**config.mk**
```make
export PLATFORM = sky130hd
export DESIGN_NAME = fifo_frame_writer
export DESIGN_NICKNAME = d
export VERILOG_FILES = /design/src/rtl/frame_pkg.sv /design/src/rtl/frame_pixel_counter.sv /design/src/rtl/fifo_frame_writer.sv
export SDC_FILE = /design/constraint.sdc
export NUM_CORES = 1
export LEC_CHECK = 0
export CORE_UTILIZATION = 45
export DETAILED_ROUTE_END_ITERATION = 6
export DONT_BUFFER_PORTS = 1
export PLACE_DENSITY = 0.63
export SYNTH_ARGS = -nofsm -noshare
export SYNTH_HDL_FRONTEND = slang
export SYNTH_HIERARCHICAL = 1
export SYNTH_SLANG_ARGS = --single-unit
```
**constraint.sdc**
```tcl
create_clock -name clk -period 4.5 [get_ports clk]
set_clock_uncertainty 0.2 [all_clocks]
set_input_delay 0.9 -clock clk [delete_from_list [all_inputs] [get_ports clk]]
set_output_delay 0.9 -clock clk [all_outputs]
set_load 0.05 [all_outputs]
```
**src/rtl/frame_pkg.sv**
```systemverilog
// Shared definitions for the FIFO frame writer: state encoding, header sync byte,
// write-word byte placement and default image geometry.
package frame_pkg;

  localparam int DEF_IMG_W = 640;
  localparam int DEF_IMG_H = 480;

  localparam logic [7:0] HDR_SYNC = 8'hA5;
  localparam int PIX_LSB = 2;
  localparam int PIX_MSB = 9;

  typedef enum logic [1:0] {
    FS_IDLE   = 2'd0,
    FS_HDR    = 2'd1,
    FS_STREAM = 2'd2,
    FS_DROP   = 2'd3
  } frame_state_e;

  localparam logic [1:0] ST_IDLE   = FS_IDLE;
  localparam logic [1:0] ST_HDR    = FS_HDR;
  localparam logic [1:0] ST_STREAM = FS_STREAM;
  localparam logic [1:0] ST_DROP   = FS_DROP;

  // Places a byte into the 32-bit FIFO word; every other bit stays zero.
  function automatic logic [31:0] pack_byte(input logic [7:0] b);
    logic [31:0] w;
    w = '0;
    w[PIX_MSB:PIX_LSB] = b;
    return w;
  endfunction

endpackage

```
**src/rtl/frame_pixel_counter.sv**
```systemverilog
// Loadable pixel up-counter; o_tc flags the increment that completes an N-pixel frame.
module frame_pixel_counter #(
  parameter int N = 8,
  parameter int W = 4
) (
  input  logic         clk,
  input  logic         rst,
  input  logic         i_clear,
  input  logic         i_inc,
  output logic [W-1:0] o_count,
  output logic         o_tc
);

  logic [W-1:0] r_count;

  always_ff @(posedge clk or posedge rst) begin
    if (rst) begin
      r_count <= '0;
    end else if (i_clear) begin
      r_count <= '0;
    end else if (i_inc) begin
      r_count <= r_count + W'(1);
    end
  end

  assign o_count = r_count;
  assign o_tc    = i_inc && (r_count == W'(N - 1));

endmodule

```
**src/rtl/fifo_frame_writer.sv**
```systemverilog
// Gates whole pixel frames on host readiness and drives the FIFO write port.
// Optional two-word frame header is enabled by defining FRAME_HEADER_EN.
module fifo_frame_writer
  import frame_pkg::*;
#(
  parameter int IMG_W = DEF_IMG_W,
  parameter int IMG_H = DEF_IMG_H,
  localparam int N    = IMG_W * IMG_H,
  localparam int CW   = $clog2(N + 1)
) (
  input  logic          clk,
  input  logic          rst,
  input  logic          sof,
  input  logic          pix_valid,
  input  logic [7:0]    pix_data,
  input  logic          USB_ready,
  input  logic          FIFO_full,
  output logic          FIFO_wr_enable,
  output logic [31:0]   FIFO_data_in,
  output logic [15:0]   frame_count,
  output logic          overflow,
  output logic          short_frame,
  output logic          busy,
  output logic [1:0]    o_dbg_state,
  output logic [CW-1:0] o_dbg_pix_count
);

  // Handshake: a word is handed to the FIFO on every cycle FIFO_wr_enable is 1;
  // there is no backpressure beyond FIFO_full, sampled alongside pix_valid.

  logic [1:0]  r_state;
  logic        r_wr_en;
  logic [31:0] r_data;
  logic [15:0] r_frame_count;
  logic        r_overflow;
  logic        r_short;

  logic [1:0]  w_next_state;
  logic        w_wr;
  logic [31:0] w_wr_data;
  logic        w_clear;
  logic        w_inc;
  logic        w_tc;
  logic        w_set_ovf;
  logic        w_set_short;
  logic        w_frame_done;
  logic        w_sof_take;

  frame_pixel_counter #(.N(N), .W(CW)) u_pix_cnt (
    .clk     (clk),
    .rst     (rst),
    .i_clear (w_clear),
    .i_inc   (w_inc),
    .o_count (o_dbg_pix_count),
    .o_tc    (w_tc)
  );

  always_comb begin
    w_next_state = r_state;
    w_wr         = 1'b0;
    w_wr_data    = r_data;
    w_clear      = 1'b0;
    w_inc        = 1'b0;
    w_set_ovf    = 1'b0;
    w_set_short  = 1'b0;
    w_frame_done = 1'b0;
    w_sof_take   = 1'b0;

    case (r_state)
      ST_IDLE, ST_DROP: begin
        if (sof) w_sof_take = 1'b1;
      end
      ST_HDR: begin
        if (sof) begin
          w_set_short = 1'b1;
          w_sof_take  = 1'b1;
        end else begin
          w_wr         = 1'b1;
          w_wr_data    = pack_byte(r_frame_count[7:0]);
          w_next_state = ST_STREAM;
          if (pix_valid) w_set_short = 1'b1;
        end
      end
      ST_STREAM: begin
        // sof wins over a coincident pixel, which is discarded.
        if (sof) begin
          w_set_short = 1'b1;
          w_sof_take  = 1'b1;
        end else if (pix_valid) begin
          if (FIFO_full) begin
            w_set_ovf    = 1'b1;
            w_next_state = ST_DROP;
          end else begin
            w_wr      = 1'b1;
            w_wr_data = pack_byte(pix_data);
            w_inc     = 1'b1;
            if (w_tc) begin
              w_frame_done = 1'b1;
              w_next_state = ST_IDLE;
            end
          end
        end
      end
      default: w_next_state = ST_IDLE;
    endcase

    if (w_sof_take) begin
      w_clear = 1'b1;
      if (USB_ready) begin
`ifdef FRAME_HEADER_EN
        w_next_state = ST_HDR;
        w_wr         = 1'b1;
        w_wr_data    = pack_byte(HDR_SYNC);
`else
        w_next_state = ST_STREAM;
`endif
      end else begin
        w_next_state = ST_DROP;
      end
    end
  end

  always_ff @(posedge clk or posedge rst) begin
    if (rst) begin
      r_state       <= ST_IDLE;
      r_wr_en       <= 1'b0;
      r_data        <= '0;
      r_frame_count <= '0;
      r_overflow    <= 1'b0;
      r_short       <= 1'b0;
    end else begin
      r_state <= w_next_state;
      r_wr_en <= w_wr;
      r_data  <= w_wr_data;
      if (w_frame_done) r_frame_count <= r_frame_count + 16'd1;
      if (w_set_ovf)    r_overflow    <= 1'b1;
      if (w_set_short)  r_short       <= 1'b1;
    end
  end

  assign FIFO_wr_enable = r_wr_en;
  assign FIFO_data_in   = r_data;
  assign frame_count    = r_frame_count;
  assign overflow       = r_overflow;
  assign short_frame    = r_short;
  assign busy           = (r_state != ST_IDLE);
  assign o_dbg_state    = r_state;

endmodule
```
; ---- Word level (Yosys, flattened, before mapping)
; Cells that the tools add are included.
[op_classes]
add_sub_neg = 2
n_mul = 0
n_div = 0
n_lt_le_gt_ge = 0
eq_ne = 12
shift = 0
muxes = 36
n_bitwise = 0
reduce_logical = 9
[op_table]
columns = operator, n
row1 = $mux W32, 4
row2 = $pmux W32 S2, 1
row3 = $mux W19, 2
row4 = $mux W1, 20
row5 = $add A19 B1 Y19 const B, 1
row6 = $eq A19 B19 Y1 const B, 1
row7 = $add A16 B1 Y16 const B, 1
row8 = $mux W2, 6
row9 = $reduce_and A5 Y1, 2
row10 = $ne A3 B3 Y1 const B, 3
row11 = $ne A2 B2 Y1 const B, 4
row12 = $reduce_bool A2 Y1, 3
row13 = $eq A2 B2 Y1 const B, 2
row14 = $ne A4 B3 Y1 const B, 1
row15 = $pmux W1 S2, 2
row16 = $pmux W2 S2, 1
row17 = $reduce_or A4 Y1, 1
row18 = $reduce_bool A3 Y1, 1
row19 = $eq A2 B1 Y1 const B, 1
row20 = $logic_not A2 Y1, 1
row21 = $logic_and A1 B1 Y1, 1
[totals]
register_bits = 72
latchBits = 0
mem_bits_rw = 0
romBits = 0
in_bits = 14
out_inout_bits = 73
n_memories = 0

; ---- Depth between registers and ports, before layout
[depth]
ltp_word = 11
ltp_mapped = 12

; ---- Cells and area by module
; Netlist, hierarchy kept.
[by_module_without_submodules]
columns = module, n_inst, cells_per_inst, area_per_inst_um2, seq_area_each_um2
row1 = fifo_frame_writer, 1, 159, 1642.8, 725.7
row2 = frame_pixel_counter, 1, 106, 997.2, 475.5

; ---- Worst setup path after synthesis
; Ideal clock, no wire load.
[synth_timing]
path_type = input port to flip-flop
startpoint = input port sof
endpoint = register r_frame_count[1], in the netlist frame_count[1]
setup_ps = 125
arrival_time_ps = 2674
required_time_ps = 4175
setup_slack_ps = 1501
cell_stages = 10
cell_sequence = buf_6 -> nand2b_1 -> nor2_1 -> buf_2 -> nand2_1 -> nor3_1 -> and3_1 -> inv_1 -> nor4_2 -> mux2_2
[synth_between]
elab_chain_len = 8
[synth_lines]
columns = element, line_no
row1 = from (decl), fifo_frame_writer.sv:13  ; input logic sof,
row2 = $mux W1, fifo_frame_writer.sv:86  ; if (sof) begin
row3 = $mux W1, fifo_frame_writer.sv:69  ; case (r_state)
row4 = via w_inc, fifo_frame_writer.sv:42  ; logic w_inc;
row5 = $logic_and A1 B1 Y1, frame_pixel_counter.sv:27  ; assign o_tc = i_inc && (r_count == W'(N - 1));
row6 = via w_tc, fifo_frame_writer.sv:43  ; logic w_tc;
row7 = $mux W1, fifo_frame_writer.sv:97  ; if (w_tc) begin
row8 = $mux W1, fifo_frame_writer.sv:90  ; if (FIFO_full) begin
row9 = $mux W1, fifo_frame_writer.sv:89  ; end else if (pix_valid) begin
row10 = $mux W1, fifo_frame_writer.sv:86
row11 = $mux W1, fifo_frame_writer.sv:69
row12 = to (signal assigned), fifo_frame_writer.sv:135  ; if (w_frame_done) r_frame_count <= r_frame_count + 16'd1;
row13 = to (decl), fifo_frame_writer.sv:34  ; logic [15:0] r_frame_count;
; The timed path passes the listed nets, and every way through them passes these cells.
; A chain may end at the register's enable or synchronous reset.

; ---- Worst setup path after layout
[layout_timing]
startpoint = register r_state[0], in the netlist o_dbg_state[0]
endpoint = register r_frame_count[1], in the netlist frame_count[1]
[layout_between]
elab_chain_len = 8
[layout_lines]
columns = element, line_no
row1 = from (decl), fifo_frame_writer.sv:31  ; logic [1:0] r_state;
row2 = from (signal assigned), fifo_frame_writer.sv:132  ; r_state <= w_next_state;
row3 = $eq A2 B2 Y1, fifo_frame_writer.sv:69
row4 = $mux W1, fifo_frame_writer.sv:69
row5 = via w_inc, fifo_frame_writer.sv:42
row6 = $logic_and A1 B1 Y1, frame_pixel_counter.sv:27
row7 = via w_tc, fifo_frame_writer.sv:43
row8 = $mux W1, fifo_frame_writer.sv:97
row9 = $mux W1, fifo_frame_writer.sv:90
row10 = $mux W1, fifo_frame_writer.sv:89
row11 = $mux W1, fifo_frame_writer.sv:86
row12 = $mux W1, fifo_frame_writer.sv:69
; The timed path passes the listed nets, and every way through them passes these cells.

==> reports/results.txt <==
TritonCTS built the clock tree. The mean post-synth cell area came out at 9.96 um2. In this run the worst path has a maximum fanout of 12. The logs give 0 for the post-cts hold buffer count and 0 for the number of post-CTS setup repair buffers.

The count of unresolved DRC violations after routing is 0, and the count of antenna-violating nets left after detailed routing is 0. The post-synthesis cell type with the largest combined area was sky130_fd_sc_hd__dfrtp_1. The tools report the pin count of the biggest net entering global routing as 34. The proportion of power drawn by flip-flops and latches was 0.565.

At the end of routability-driven placement, the weighted congestion stood at 0.817. From bottom edge to top edge, the die measures 78.6 um. The tools report the clock buffer count from CTS as 5. The internal power of the cells totals 0.677 mW. For the starting density of the core, the log shows 0.474. The most used flip-flop cell after synthesis is sky130_fd_sc_hd__dfrtp_1. Class of the tightest hold or removal check: input pin to asynchronous set/reset pin. Setup repair after global routing left no endpoint under its margin. Compared with the post-synthesis result, the final layout area differs by 3.46%. The die extent in x is 78.6 um, and the final global-route overflow total is 0.

After the last flow step, the layout net total stands at 288. For this run, the top clock speed supported by timing is 286 MHz. The final-report hold violation count came out at 0.

The logs give 0 for the max capacitance violation total and 0.283 for the tightest slew margin relative to the limit. The kind of end point of the critical path was a flip-flop. For this run, the number of Yosys warnings is 6. The proportion of register bits with asynchronous set or reset after synthesis came out at 1.00. The tools report the CTS sink count as 48. The logs give 535 for the number of filler instances in the final layout and 2 for the number of H-tree levels.

The accumulated negative setup slack came out at 0 ps. Dividing the detail-routed wire length by the instance count gives 14.5 um. The aggregate routed wire length came out at 4.93 mm. The tools report the number of iterations in the first detailed-routing pass as 4. Data arrives at the worst endpoint at 3480 ps. Across all hold checks on the routed design, the worst slack comes to 380 ps.

In the synthesized netlist, the cells that appear most often are sky130_fd_sc_hd__dfrtp_1 (48), sky130_fd_sc_hd__nand2_1 (26), sky130_fd_sc_hd__buf_4 (24). Counting flops and latches in the post-synthesis netlist gives 48. The I/O pin count is 87. Clock tree synthesis selected as its root buffer the cell sky130_fd_sc_hd__clkbuf_8. The logs give 1.27 nW for the leakage power and 0.00264 mm2 for the post-synth design cell area. On the critical path, the stage with the largest delay is an instance of sky130_fd_sc_hd__dfrtp_1. Number of vias per cell: 5.26. STA puts the critical path data required time at 4490 ps. The maximum single-stage delay on the critical path works out to 610 ps. The DRC violation total after the first TritonRoute iteration was 49; the transition time at the pin with the least slew margin was 1070 ps. The run finished with clean final reports. IR analysis of the VDD net gives a maximum drop of 0.213 mV. The top-area cell type share of the netlist area is 0.455. Traced cell by cell, the critical path runs through inv_1, ha_1, nand2b_1, nor2_1, buf_4, nand2_1, nor3_1, and3_1, inv_1, nor4_2, mux2_2. The cell count after synthesis came out at 265. For the number of global-route vias before repair, the log shows 1739.

The cell with the most instances after synthesis is sky130_fd_sc_hd__dfrtp_1. The floorplan step defined a die boundary enclosing 0.00618 mm2. The first global-routing pass estimated 8.15 mm of wire.

The setup path with the least slack is of type flip-flop to flip-flop. The final period demand of the worst path came out at 3490 ps. Setup violations remaining at the end of the flow were counted as 0.

After clock tree synthesis, the clock-pin slew on the worst setup and hold paths is 90 ps. The site row count is 27, and the clock insertion delay at the later pin of the skew report is 300 ps. Sorting the synthesized cells by area gives the leading types as sky130_fd_sc_hd__dfrtp_1 (45%), sky130_fd_sc_hd__buf_4 (6.8%), sky130_fd_sc_hd__xnor2_1 (6.0%). The number of pins exceeding their max-slew limit in the final report is 0, and the number of enable-type register cells in the synthesized netlist is 0. The number of resized instances in the post-cts repair step is 0, and the switching share of power is 0.362.

Dividing total power by cell area gives a power density of 388 mW/mm2. The overall track demand over capacity in global routing is 0.168, and the core area is 0.00557 mm2. The run gives 0 as the number of antenna diodes.

The worst setup path is launched from a flip-flop. The number of I/O port buffers is 0. Portion of the post-synthesis area used by sequential elements: 0.455.

The ratio of cells with drive above 1 in the final layout was 0.0787. Net switching power of the design: 0.384 mW. The run gives 3.64 mm as the HPWL after detailed placement. The detailed-route via count is 1782, and the period utilization is 0.776. In this run the deepest clock path goes through 2 buffers. Counting distinct cell types in the post-synthesis netlist gives 44. For the initial antenna violation count, the log shows 0. The clock share of power was 0.309; the combinational power share was 0.127. The cell that appears most often on the critical path is sky130_fd_sc_hd__inv_1.
## layout by cell type (no fill, tap or decap), types with 4 or more instances in the layout
| cell type | synthesis | layout |
|---|---|---|
| sky130_fd_sc_hd__dfrtp_1 | 48 | 48 |
| sky130_fd_sc_hd__nand2_1 | 26 | 26 |
| sky130_fd_sc_hd__conb_1 | 1 | 24 |
| sky130_fd_sc_hd__nor2_1 | 18 | 18 |
| sky130_fd_sc_hd__xnor2_1 | 18 | 18 |
| sky130_fd_sc_hd__o21ai_0 | 15 | 15 |
| sky130_fd_sc_hd__nand3_1 | 11 | 11 |
| sky130_fd_sc_hd__inv_1 | 10 | 10 |
| sky130_fd_sc_hd__a21oi_1 | 9 | 9 |
| sky130_fd_sc_hd__mux2i_1 | 9 | 9 |
| sky130_fd_sc_hd__xor2_1 | 8 | 8 |
| sky130_fd_sc_hd__ha_1 | 8 | 8 |
| sky130_fd_sc_hd__clkbuf_8 | 0 | 6 |
| sky130_fd_sc_hd__nor4_1 | 5 | 5 |
| sky130_fd_sc_hd__nand4_1 | 4 | 4 |
| sky130_fd_sc_hd__or3_1 | 4 | 4 |
| sky130_fd_sc_hd__nor3_1 | 4 | 4 |
## state kept, by name, indices dropped and copies added (netlist names)
name,flops
FIFO_data_in,8
o_dbg_state,2
overflow,1
FIFO_wr_enable,1
short_frame,1
frame_count,16
u_pix_cnt/o_count,19
## area by class of cell
type	count	area (um2)	share of cell area
Multi-Input combinational cell	200	1270	0.466
Sequential cell	48	1200	0.440
Tap cell	72	90.1	0.0330
Clock buffer	6	82.6	0.0302
Clock inverter	2	38.8	0.0142
Inverter	10	37.5	0.0137
Timing Repair Buffer	1	7.51	0.00275
## per-stage QoR
step / power, mW / util / cells / worst slack, ps / area, um2
after global placement: 0.740 / 0.468 / 331 / 1050 / 2610
after detailed placement: 0.744 / 0.468 / 331 / 972 / 2610
after floorplan: 0.743 / - / 288 / 1500 / 2730
final: 1.06 / 0.490 / 339 / 1010 / 2730
after global routing: 1.10 / 0.490 / 339 / 635 / 2730
after CTS: 1.07 / 0.490 / 339 / 969 / 2730
## final timing paths
path	startpoint	to	slack, ps	depth (start not counted)
max in group asynchronous	rst	FIFO_data_in[9]	2900	1
hold / removal	rst	u_pix_cnt/o_count[8]	380	1
min in group clk	sof	u_pix_cnt/o_count[4]	450	1
setup reg to reg	o_dbg_state[0]	frame_count[1]	1010	11
hold reg to reg	FIFO_data_in[3]	FIFO_data_in[3]	590	2
setup / recovery	o_dbg_state[0]	frame_count[1]	1010	11
## routing by layer
layer | vias to the layer above | GRT usage | routed length [um]
met1 | 844 | 0.192 | 2120
li1 | 864 | - | -
met4 | 0 | 0.0537 | 26
met2 | 70 | 0.296 | 2370
met5 | - | 0 | 0
met3 | 4 | 0.0535 | 403
## kinds of logic (layout without fill, tap and decap cells)
| group | Yosys count | count (layout) | synth area share |
|---|---|---|---|
| AND/OR/NAND/NOR | 97 | 97 | 0.207 |
| other | 1 | 24 | 0.00142 |
| AO/OA/AOI/OAI | 34 | 34 | 0.0749 |
| multiplexers | 11 | 11 | 0.0427 |
| buffers and inverters | 40 | 19 | 0.0953 |
| adder cells (fa/ha/maj) | 8 | 8 | 0.0379 |
| flip-flops | 48 | 48 | 0.455 |
| XOR/XNOR | 26 | 26 | 0.0863 |
## power groups by stage
stage	sequential [mW]	clock (mW)	combinational, mW
finish	0.599	0.327	0.134
detailed placement	0.609	0	0.136
global route	0.603	0.353	0.150
CTS	0.599	0.338	0.136
global placement	0.606	0	0.133
floorplan	0.602	0	0.141
## critical path, delay by kind of cell (launching register included)
kind | cells | cell delay, ps
adder cells (fa/ha/maj) | 1 | 550
AND/OR/NAND/NOR | 6 | 1150
multiplexers | 1 | 380
buffers and inverters | 3 | 490
flip-flops | 1 | 610
Power figures use the tool's default switching activity.
